===== config.mk =====
export PLATFORM = sky130hd
export DESIGN_NAME = uart_tx_sched
export DESIGN_NICKNAME = d
export VERILOG_FILES = /design/src/rtl/uart_tx_sched.sv
export SDC_FILE = /design/constraint.sdc
export NUM_CORES = 1
export LEC_CHECK = 0
export BUFFER_PORTS_ARGS = -buffer_cell sky130_fd_sc_hd__buf_4
export CORE_MARGIN = 2
export CORE_UTILIZATION = 45
export DETAILED_ROUTE_END_ITERATION = 10
export GPL_ROUTABILITY_DRIVEN = 0
export PLACE_DENSITY_LB_ADDON = 0.12
export SYNTH_ARGS = -nofsm -noshare
export SYNTH_HDL_FRONTEND = slang
export SYNTH_SLANG_ARGS = --single-unit
export TNS_END_PERCENT = 100

===== constraint.sdc =====
create_clock -name sysclk -period 3.05 [get_ports sysclk]
set_input_delay 0.61 -clock sysclk [delete_from_list [all_inputs] [get_ports sysclk]]
set_output_delay 0.61 -clock sysclk [all_outputs]
set_load 0.05 [all_outputs]

===== src/rtl/uart_tx_sched.sv =====
// uart_tx_sched: shares one UART transmitter between CPU stores (buffered in a
// small FIFO) and a debug byte source. A round-robin arbiter picks the next byte
// and a pacing counter keeps uart_wr strobes one byte time apart.
//
// Debug handshake: dbg_valid is raised with dbg_data and held until accepted;
// dbg_ready is high for exactly the cycle in which the byte is taken. A byte is
// transferred on any cycle where dbg_valid && dbg_ready. dbg_ready never rises
// without dbg_valid. It is combinational from dbg_valid, the state and the arbiter.
module uart_tx_sched #(
    parameter int FIFO_DEPTH  = 8,
    parameter int BYTE_CYCLES = 8680
) (
    input  logic                          sysclk,
    input  logic                          cpu_reset,
    input  logic                          cpu_we,
    input  logic [7:0]                    cpu_data,
    output logic                          cpu_full,
    output logic [$clog2(FIFO_DEPTH):0]   cpu_count,
    output logic                          overflow,
    input  logic                          dbg_valid,
    input  logic [7:0]                    dbg_data,
    output logic                          dbg_ready,
    output logic                          uart_wr,
    output logic [7:0]                    uart_dat,
    output logic                          busy
);

    localparam int AW   = $clog2(FIFO_DEPTH);
    localparam int CW   = AW + 1;
    localparam int CNTW = $clog2(BYTE_CYCLES);
    localparam logic [CNTW-1:0] CNT_LOAD = CNTW'(BYTE_CYCLES - 1);
    localparam logic [CW-1:0]   CNT_FULL = CW'(FIFO_DEPTH);

    typedef enum logic {S_IDLE = 1'b0, S_WAIT = 1'b1} state_t;

    state_t          state, state_next;
    logic [CNTW-1:0] pace_cnt;
    logic [7:0]      mem [FIFO_DEPTH];
    logic [AW-1:0]   wr_ptr, rd_ptr;
    logic [CW-1:0]   count;
    logic            last_b;      // 1: previous grant went to the debug port
    logic            req_a, req_b;
    logic            grant_a, grant_b;
    logic            push, pop;

    assign cpu_count = count;
    assign cpu_full  = (count == CNT_FULL);
    // The FSM state is visible on busy: high exactly while in S_WAIT.
    assign busy      = (state == S_WAIT);
    assign dbg_ready = grant_b;

    // Arbitration, FIFO push/pop qualification and next-state selection.
    always_comb begin
        req_a      = (count != '0);
        req_b      = dbg_valid;
        grant_a    = 1'b0;
        grant_b    = 1'b0;
        state_next = state;
        case (state)
            S_IDLE: begin
                if (!cpu_reset) begin
                    if (req_a && req_b) begin
                        grant_a = last_b;
                        grant_b = !last_b;
                    end else begin
                        grant_a = req_a;
                        grant_b = req_b;
                    end
                end
                if (grant_a || grant_b) begin
                    state_next = S_WAIT;
                end
            end
            S_WAIT: begin
                if (pace_cnt == '0) begin
                    state_next = S_IDLE;
                end
            end
            default: state_next = S_IDLE;
        endcase
        pop  = grant_a;
        // A pop in the same cycle frees the slot the new byte needs.
        push = cpu_we && (!cpu_full || pop);
    end

    // State register, pacing counter, arbiter history and UART strobe.
    always_ff @(posedge sysclk) begin
        if (cpu_reset) begin
            state    <= S_IDLE;
            pace_cnt <= '0;
            last_b   <= 1'b1;
            uart_wr  <= 1'b0;
            uart_dat <= 8'h00;
        end else begin
            state   <= state_next;
            uart_wr <= grant_a || grant_b;
            if (grant_a || grant_b) begin
                pace_cnt <= CNT_LOAD;
                last_b   <= grant_b;
                uart_dat <= grant_a ? mem[rd_ptr] : dbg_data;
            end else if (state == S_WAIT && pace_cnt != '0) begin
                pace_cnt <= pace_cnt - 1'b1;
            end
        end
    end

    // FIFO pointers, occupancy and the sticky drop flag.
    always_ff @(posedge sysclk) begin
        if (cpu_reset) begin
            wr_ptr   <= '0;
            rd_ptr   <= '0;
            count    <= '0;
            overflow <= 1'b0;
        end else begin
            if (push) wr_ptr <= wr_ptr + 1'b1;
            if (pop)  rd_ptr <= rd_ptr + 1'b1;
            case ({push, pop})
                2'b10:   count <= count + 1'b1;
                2'b01:   count <= count - 1'b1;
                default: count <= count;
            endcase
            if (cpu_we && !push) overflow <= 1'b1;
        end
    end

    // FIFO storage; contents need no reset because count gates every read.
    always_ff @(posedge sysclk) begin
        if (push) mem[wr_ptr] <= cpu_data;
    end

endmodule


==> run summary, run 1 <==
FF+latch count, synth - 103
Clock H-tree levels - 3
Synth async-reset ratio - 0%
sw frac - 35.37%
Max Slew Vio Count - 0
# rows - 35
I/O pins - 37
top sig layer - met4
min cycle time layout - 2.634 ns
multi-input logic area - 0.001433 sq mm
largest net degree at the start of global routing - 25
EDFF count, synth - 64
Layout Skew - 0.007743 ns
fillers - 778
Hold Path Class - reg2reg
post-synth top area share - 45.51%
DRT Pass-1 Iters - 4
sequential-to-total area share from yosys stat - 64.00%
logic gate share of total power - 31.7%
Met2 Routed Length - 3675 um
Setup WS post-layout - 0.4162 ns
# setup viols final - 0
CP delay by family, top - simple AND/OR/NAND/NOR gates
initial antenna violation count - 0
share of layout cells above drive strength 1 - 23.99%
GRT Overall Usage - 17.07%
RSZ-0062 raised after global routing - no
Crit Path Category - reg2reg
Skew-Pair Late Insertion Delay - 0.36 ns
die width - 100.9 um
Cell Area, Synth - 0.004223 sq mm
synthesized area per cell - 13.28 sq um
first-pass GRT wire length - 12,960 um
remaining antenna violation count - 0
WL met3 - 241 um
root buffer cell - clkbuf_8
Internal Power - 2.419 mW
P per Cell Area - 767.7 mW/mm^2
Post-Syn Instances - 318
WL final - 8033 um
startpoint types - register
Resized Gates After CTS - 0
Worst Max-Slew Pin Slew - 0.8381 ns
Synth area leaders - edfxtp_1 46%, dfxtp_1 18%, mux4_2 8.5%
placed cell areas - 0.004695 sq mm
filler-free cell count of the finished design - 482
status - complete, no violations
DP HPWL - 5406 um
WP buf/inv - 1
Critical Path AT - 2.90 ns
Syn-to-layout area delta - 15.44%
Max-Cap Viols - 0
Final Cell Area - 0.004875 sq mm
clock share of power - 21.3%
Switch Pwr - 1.323 mW
Power Total - 3.742 mW
CP max stage delay - 0.65 ns
Die Ht - 100.9 um
Final nets - 392
DR iter-0 viols - 154
vias post-DR - 2,604
fin crit share - 86.35%
Initial Util - 46.14%
Distinct cells, synth - 42
Max-slew headroom - 44.05%
clock buffer depth - 2
most frequent cells after synthesis - 64 x edfxtp_1, 39 x dfxtp_1, 25 x nor2_1
Worst-path clk slew - 0.10 ns
clock net sink count - 103
fmax - 0.3797 GHz
WL per Instance - 16.67 um
core area - 0.009153 sq mm
n_diodes - 0
Setup WS pre-CTS - 0.4260 ns
Primary FF master, synth - edfxtp_1
count leader, synth - edfxtp_1
crit-path max FO - 6
Net Count, Synth - 344
DRC - 0
final hold viol count - 0
setup TNS - 0 ns
# hold bufs at CTS - 0
worst-path cell chain - or4_1, and3_1, nand2b_1, inv_1, ha_1, a21o_1, a21oi_1, mux2i_1, mux2_2
area leader, netlist - edfxtp_1
Port-buffer cells - 36
wl on met1 - 3970 um
grt ovf - 0
via/cell ratio - 5.402
Reg area - 0.002703 sq mm
slowest library cell on the worst path - or4_1
number of global-route vias before repair - 2,514
dpl cells - 466
TritonCTS clock tree - yes
TritonCTS Buffers - 9
peak supply drop - 0.3596 mV
Die ar. - 0.01017 sq mm
Crit. End Element - register
Reg power frac - 47.0%
Static Leak - 1.716 nW
post-CTS setup buffer count - 0
Ys Warns - 0
critical path data required time - 3.31 ns
## state kept, by name (all words and copies together), names as in the netlist, named ones only
| register | cells |
|---|---|
| busy | 1 |
| cpu_count | 4 |
| last_b | 1 |
| mem | 64 |
| overflow | 1 |
| pace_cnt | 14 |
| rd_ptr | 3 |
| uart_dat | 8 |
| uart_wr | 1 |
| wr_ptr | 3 |
## path summary, 6_finish.rpt
kind	start	endpoint	slack, ns	cells after the start
setup / recovery	cpu_count[0]$_SDFFE_PP0P_	cpu_count[3]$_SDFFE_PP0P_	0.42	9
hold / removal	overflow$_SDFFE_PP0P_	overflow$_SDFFE_PP0P_	0.46	2
setup reg to reg	cpu_count[0]$_SDFFE_PP0P_	cpu_count[3]$_SDFFE_PP0P_	0.42	9
hold reg to reg	overflow$_SDFFE_PP0P_	overflow$_SDFFE_PP0P_	0.46	2
## placed cells by master (no fill, tap or decap), drive strengths merged, types with 4 or more instances in the layout
cell / instances
edfxtp: 64
buf: 52
dfxtp: 39
nor2: 25
nand2: 22
o21ai: 22
a21oi: 16
mux4: 16
nand3: 15
inv: 11
nor3: 9
mux2i: 9
clkbuf: 9
xnor2: 7
xor2: 5
ha: 5
nand2b: 4
nor4: 4
## logic make-up (layout without fill, tap and decap cells)
family / after synthesis / count (layout) / synth area share, %
simple gates: 99 / 99 / 11.82
flops: 103 / 103 / 64.00
buf+inv: 23 / 76 / 2.222
mux: 27 / 27 / 11.20
compound gates: 48 / 48 / 6.311
xor+xnor: 12 / 12 / 2.489
fa+ha+maj: 6 / 6 / 1.956
## layer usage
metal | track usage, % | vias up
li1 | - | 1285
met1 | 24.36 | 1264
met2 | 25.69 | 44
met3 | 3.398 | 11
met4 | 6.955 | 0
met5 | 0 | -
## tightest hold or removal path, cell delays in order (launching register included)
cell and delay (ns):
dfxtp_1 0.32, inv_1 0.04, a21oi_1 0.05
## final cells by class
class / count / share of cell area, %
clock buffer: 9 / 2.541
inverter: 8 / 0.6160
multi-input combinational: 192 / 29.39
timing repair buffer: 52 / 8.008
tap: 111 / 2.849
clock inverter: 7 / 1.155
sequential: 103 / 55.44
## through the flow
step                      util (%)  hold slack, ns
after global placement       51.29          0.4367
after detailed placement     51.29          0.4451
after CTS                    53.26          0.4579
after floorplan                  -          0.4527
after global routing         53.26          0.4535
final                        53.26          0.4567
## power groups by stage
stage	clock network [mW]	registers, mW	logic [mW]
5_1_grt	0.877	1.78	1.31
4_1_cts	0.830	1.76	1.20
3_3_place_gp	0	1.79	1.19
2_1_floorplan	0	2.00	0.675
6_report	0.797	1.76	1.19
3_5_place_dp	0	1.79	1.20
Power figures use the tool's default switching activity.
==> inputs of run 2 (changes only) <==
--- a/config.mk
+++ b/config.mk
@@ -10,7 +10,7 @@
 export CORE_UTILIZATION = 45
 export DETAILED_ROUTE_END_ITERATION = 10
 export GPL_ROUTABILITY_DRIVEN = 0
-export PLACE_DENSITY_LB_ADDON = 0.12
+export PLACE_DENSITY = 0.71
 export SYNTH_ARGS = -nofsm -noshare
 export SYNTH_HDL_FRONTEND = slang
 export SYNTH_SLANG_ARGS = --single-unit
==> run 2 against run 1 <==
Net effect:
- sequential power about the same
- clock skew up 0.0033 ns
- cell count down 0.62%
- count of clock-buffer cells in the layout unchanged
- core utilization up 0.11 points
- clock power up 11%
- hold slack better by 0.0043 ns
- critical path type unchanged
- largest power group unchanged
==> run summary, run 2 (synthesis results as in run 1) <==
via/cell ratio - 5.363 (-0.73%)
WL final - 7590 um (-5.5%)
CP max stage delay - 0.64 ns (about the same)
Hold Path Class - in2reg
Die Ht - 100.9 um (unchanged)
Die ar. - 0.01017 sq mm (unchanged)
Clock H-tree levels - 3 (unchanged)
Skew-Pair Late Insertion Delay - 0.37 ns (about the same)
CP delay by family, top - simple AND/OR/NAND/NOR gates
largest registers - mem (64), pace_cnt (14), uart_dat (8)
slowest library cell on the worst path - or4_1
WP buf/inv - 1 (unchanged)
post-CTS setup buffer count - 0 (unchanged)
GRT Overall Usage - 15.97% (-1.1 points)
worst-case reg-to-reg path depth - 9 (unchanged)
I/O pins - 37 (unchanged)
status - complete, no violations
TritonCTS clock tree - yes
RSZ-0062 raised after global routing - no
fmax - 0.3627 GHz (-4.5%)
DP HPWL - 5272 um (-2.5%)
Port-buffer cells - 36 (unchanged)
P per Cell Area - 783.1 mW/mm^2 (+2.0%)
remaining antenna violation count - 0 (unchanged)
root buffer cell - clkbuf_8
Crit. End Element - register
CP endpoint - cpu_count[3]$_SDFFE_PP0P_
Max-slew headroom - 49.33% (+5.3 points)
Worst-path clk slew - 0.12 ns (+0.02 ns)
final hold viol count - 0 (unchanged)
Core Util, Final - 53.37% (+0.11 points)
clock buffer depth - 2 (unchanged)
Static Leak - 1.722 nW (+0.35%)
Crit path depth - 9 (unchanged)
Initial Util - 46.14% (unchanged)
core area - 0.009153 sq mm (unchanged)
Worst Max-Slew Pin Slew - 0.7590 ns (-0.07901 ns)
Max-Cap Viols - 0 (unchanged)
min cycle time layout - 2.757 ns (+0.1234 ns)
DR iter-0 viols - 145 (-5.8%)
Final nets - 389 (-0.77%)
vias post-DR - 2,569 (-1.3%)
n_diodes - 0 (unchanged)
number of global-route vias before repair - 2,404 (-4.4%)
Syn-to-layout area delta - 15.67%
initial antenna violation count - 0 (unchanged)
Max Slew Vio Count - 0 (unchanged)
grt ovf - 0 (unchanged)
Crit Path Category - reg2reg
Setup crit start - cpu_count[0]$_SDFFE_PP0P_
worst-path cell chain - or4_1, and3_1, nand2b_1, inv_1, ha_1, a21o_1, a21oi_1, mux2i_1, mux2_2
fin crit share - 90.40% (+4.0 points)
crit-path max FO - 6 (unchanged)
setup TNS - 0 ns (unchanged)
RR Startpoint - cpu_count[0]$_SDFFE_PP0P_
critical path data required time - 3.32 ns (about the same)
first-pass GRT wire length - 12,370 um (-4.5%)
die width - 100.9 um (unchanged)
# rows - 35 (unchanged)
DRT Pass-1 Iters - 6 (+2)
clock net sink count - 103 (unchanged)
share of layout cells above drive strength 1 - 23.64% (-0.35 points)
Layout Skew - 0.01108 ns (+0.003337 ns)
most flop-heavy register - mem
DRC - 0 (unchanged)
peak supply drop - 0.3187 mV (-11%)
fillers - 750 (-3.6%)
# setup viols final - 0 (unchanged)
max reg flops - 64 (unchanged)
# hold bufs at CTS - 0 (unchanged)
most frequent cells in the layout - 64 x edfxtp_1, 49 x buf_4, 39 x dfxtp_1, 25 x nor2_1, 22 x nand2_1
largest net degree at the start of global routing - 25 (unchanged)
Critical Path AT - 3.02 ns (+0.12 ns)
WL per Instance - 15.85 um (-4.9%)
commonest non-fill, non-tap cell in the layout - edfxtp_1
Resized Gates After CTS - 0 (unchanged)
startpoint types - register
RR Endpoint - cpu_count[3]$_SDFFE_PP0P_
TritonCTS Buffers - 9 (unchanged)
r2r setup slk - 0.29 ns (-0.12 ns)
[run 2: cell types whose count changed in the layout (fill, tap and decap cells not counted)]
cell,before,now
buf_4,52,49
clkinv_8,0,2
clkinvlp_4,2,0
clkinv_1,1,0
clkinv_4,1,0
inv_12,0,1
inv_8,1,2
[run 2: per-layer routing]
layer  GRT usage, %  share of wire (%)  wire length, um
met4          5.374                1.3               95
met5              0                  0                0
met3          4.300                4.0              301
met2          24.10                 45             3445
met1          22.50                 49             3748
[run 2: worst min-delay path by stage]
stage,from,end,slack (ns),cells after the start
floorplan,pace_cnt[12]$_SDFFE_PP0P_,pace_cnt[12]$_SDFFE_PP0P_,0.45,2
global placement,overflow$_SDFFE_PP0P_,overflow$_SDFFE_PP0P_,0.44,2
detailed placement,overflow$_SDFFE_PP0P_,overflow$_SDFFE_PP0P_,0.45,2
finish,cpu_data[2],mem[4][2]$_DFFE_PP_,0.46,1
CTS,cpu_data[2],mem[4][2]$_DFFE_PP_,0.45,1
global route,cpu_data[2],mem[4][2]$_DFFE_PP_,0.44,1
[run 2: metrics by stage]
step           setup WS (ns)  power, mW  hold slack, ns  instances  instance area, sq um
6_report              0.2928      3.825          0.4610        479                  4885
5_1_grt               0.1519      4.045          0.4394        479                  4885
4_1_cts               0.2886      3.871          0.4500        479                  4885
3_5_place_dp          0.3019      2.987          0.4527        463                  4672
3_3_place_gp          0.3454      2.963          0.4369        463                  4672
2_1_floorplan         0.1778      2.670          0.4527        318                  4229
[run 2: worst reg2reg max path, stage by stage (launching register included)]
cell and delay (ns):
dfxtp_1 0.38, or4_1 0.64, and3_1 0.22, nand2b_1 0.18, inv_1 0.09, ha_1 0.27
a21o_1 0.17, a21oi_1 0.16, mux2i_1 0.21, mux2_2 0.34
[run 2: where the power goes]
| group | leakage, nW | total (mW) | internal, mW | switching, mW |
|---|---|---|---|---|
| sequential | 0.902 | 1.76 | 1.64 | 0.122 |
| combinational | 0.713 | 1.18 | 0.471 | 0.713 |
| clock | 0.107 | 0.881 | 0.339 | 0.542 |
| total | 1.72 | 3.82 | 2.45 | 1.38 |
[run 2: area by class of cell]
| type | instances | area [sq um] | area share, % |
|---|---|---|---|
| flip-flops and latches | 103 | 2703 | 55.33 |
| multi-input cells | 192 | 1433 | 29.33 |
| repair buffers | 49 | 367.9 | 7.531 |
| well taps | 111 | 138.9 | 2.843 |
| clock buffers | 9 | 123.9 | 2.536 |
| clock inverters | 7 | 88.84 | 1.819 |
| inverters | 8 | 30.03 | 0.6148 |
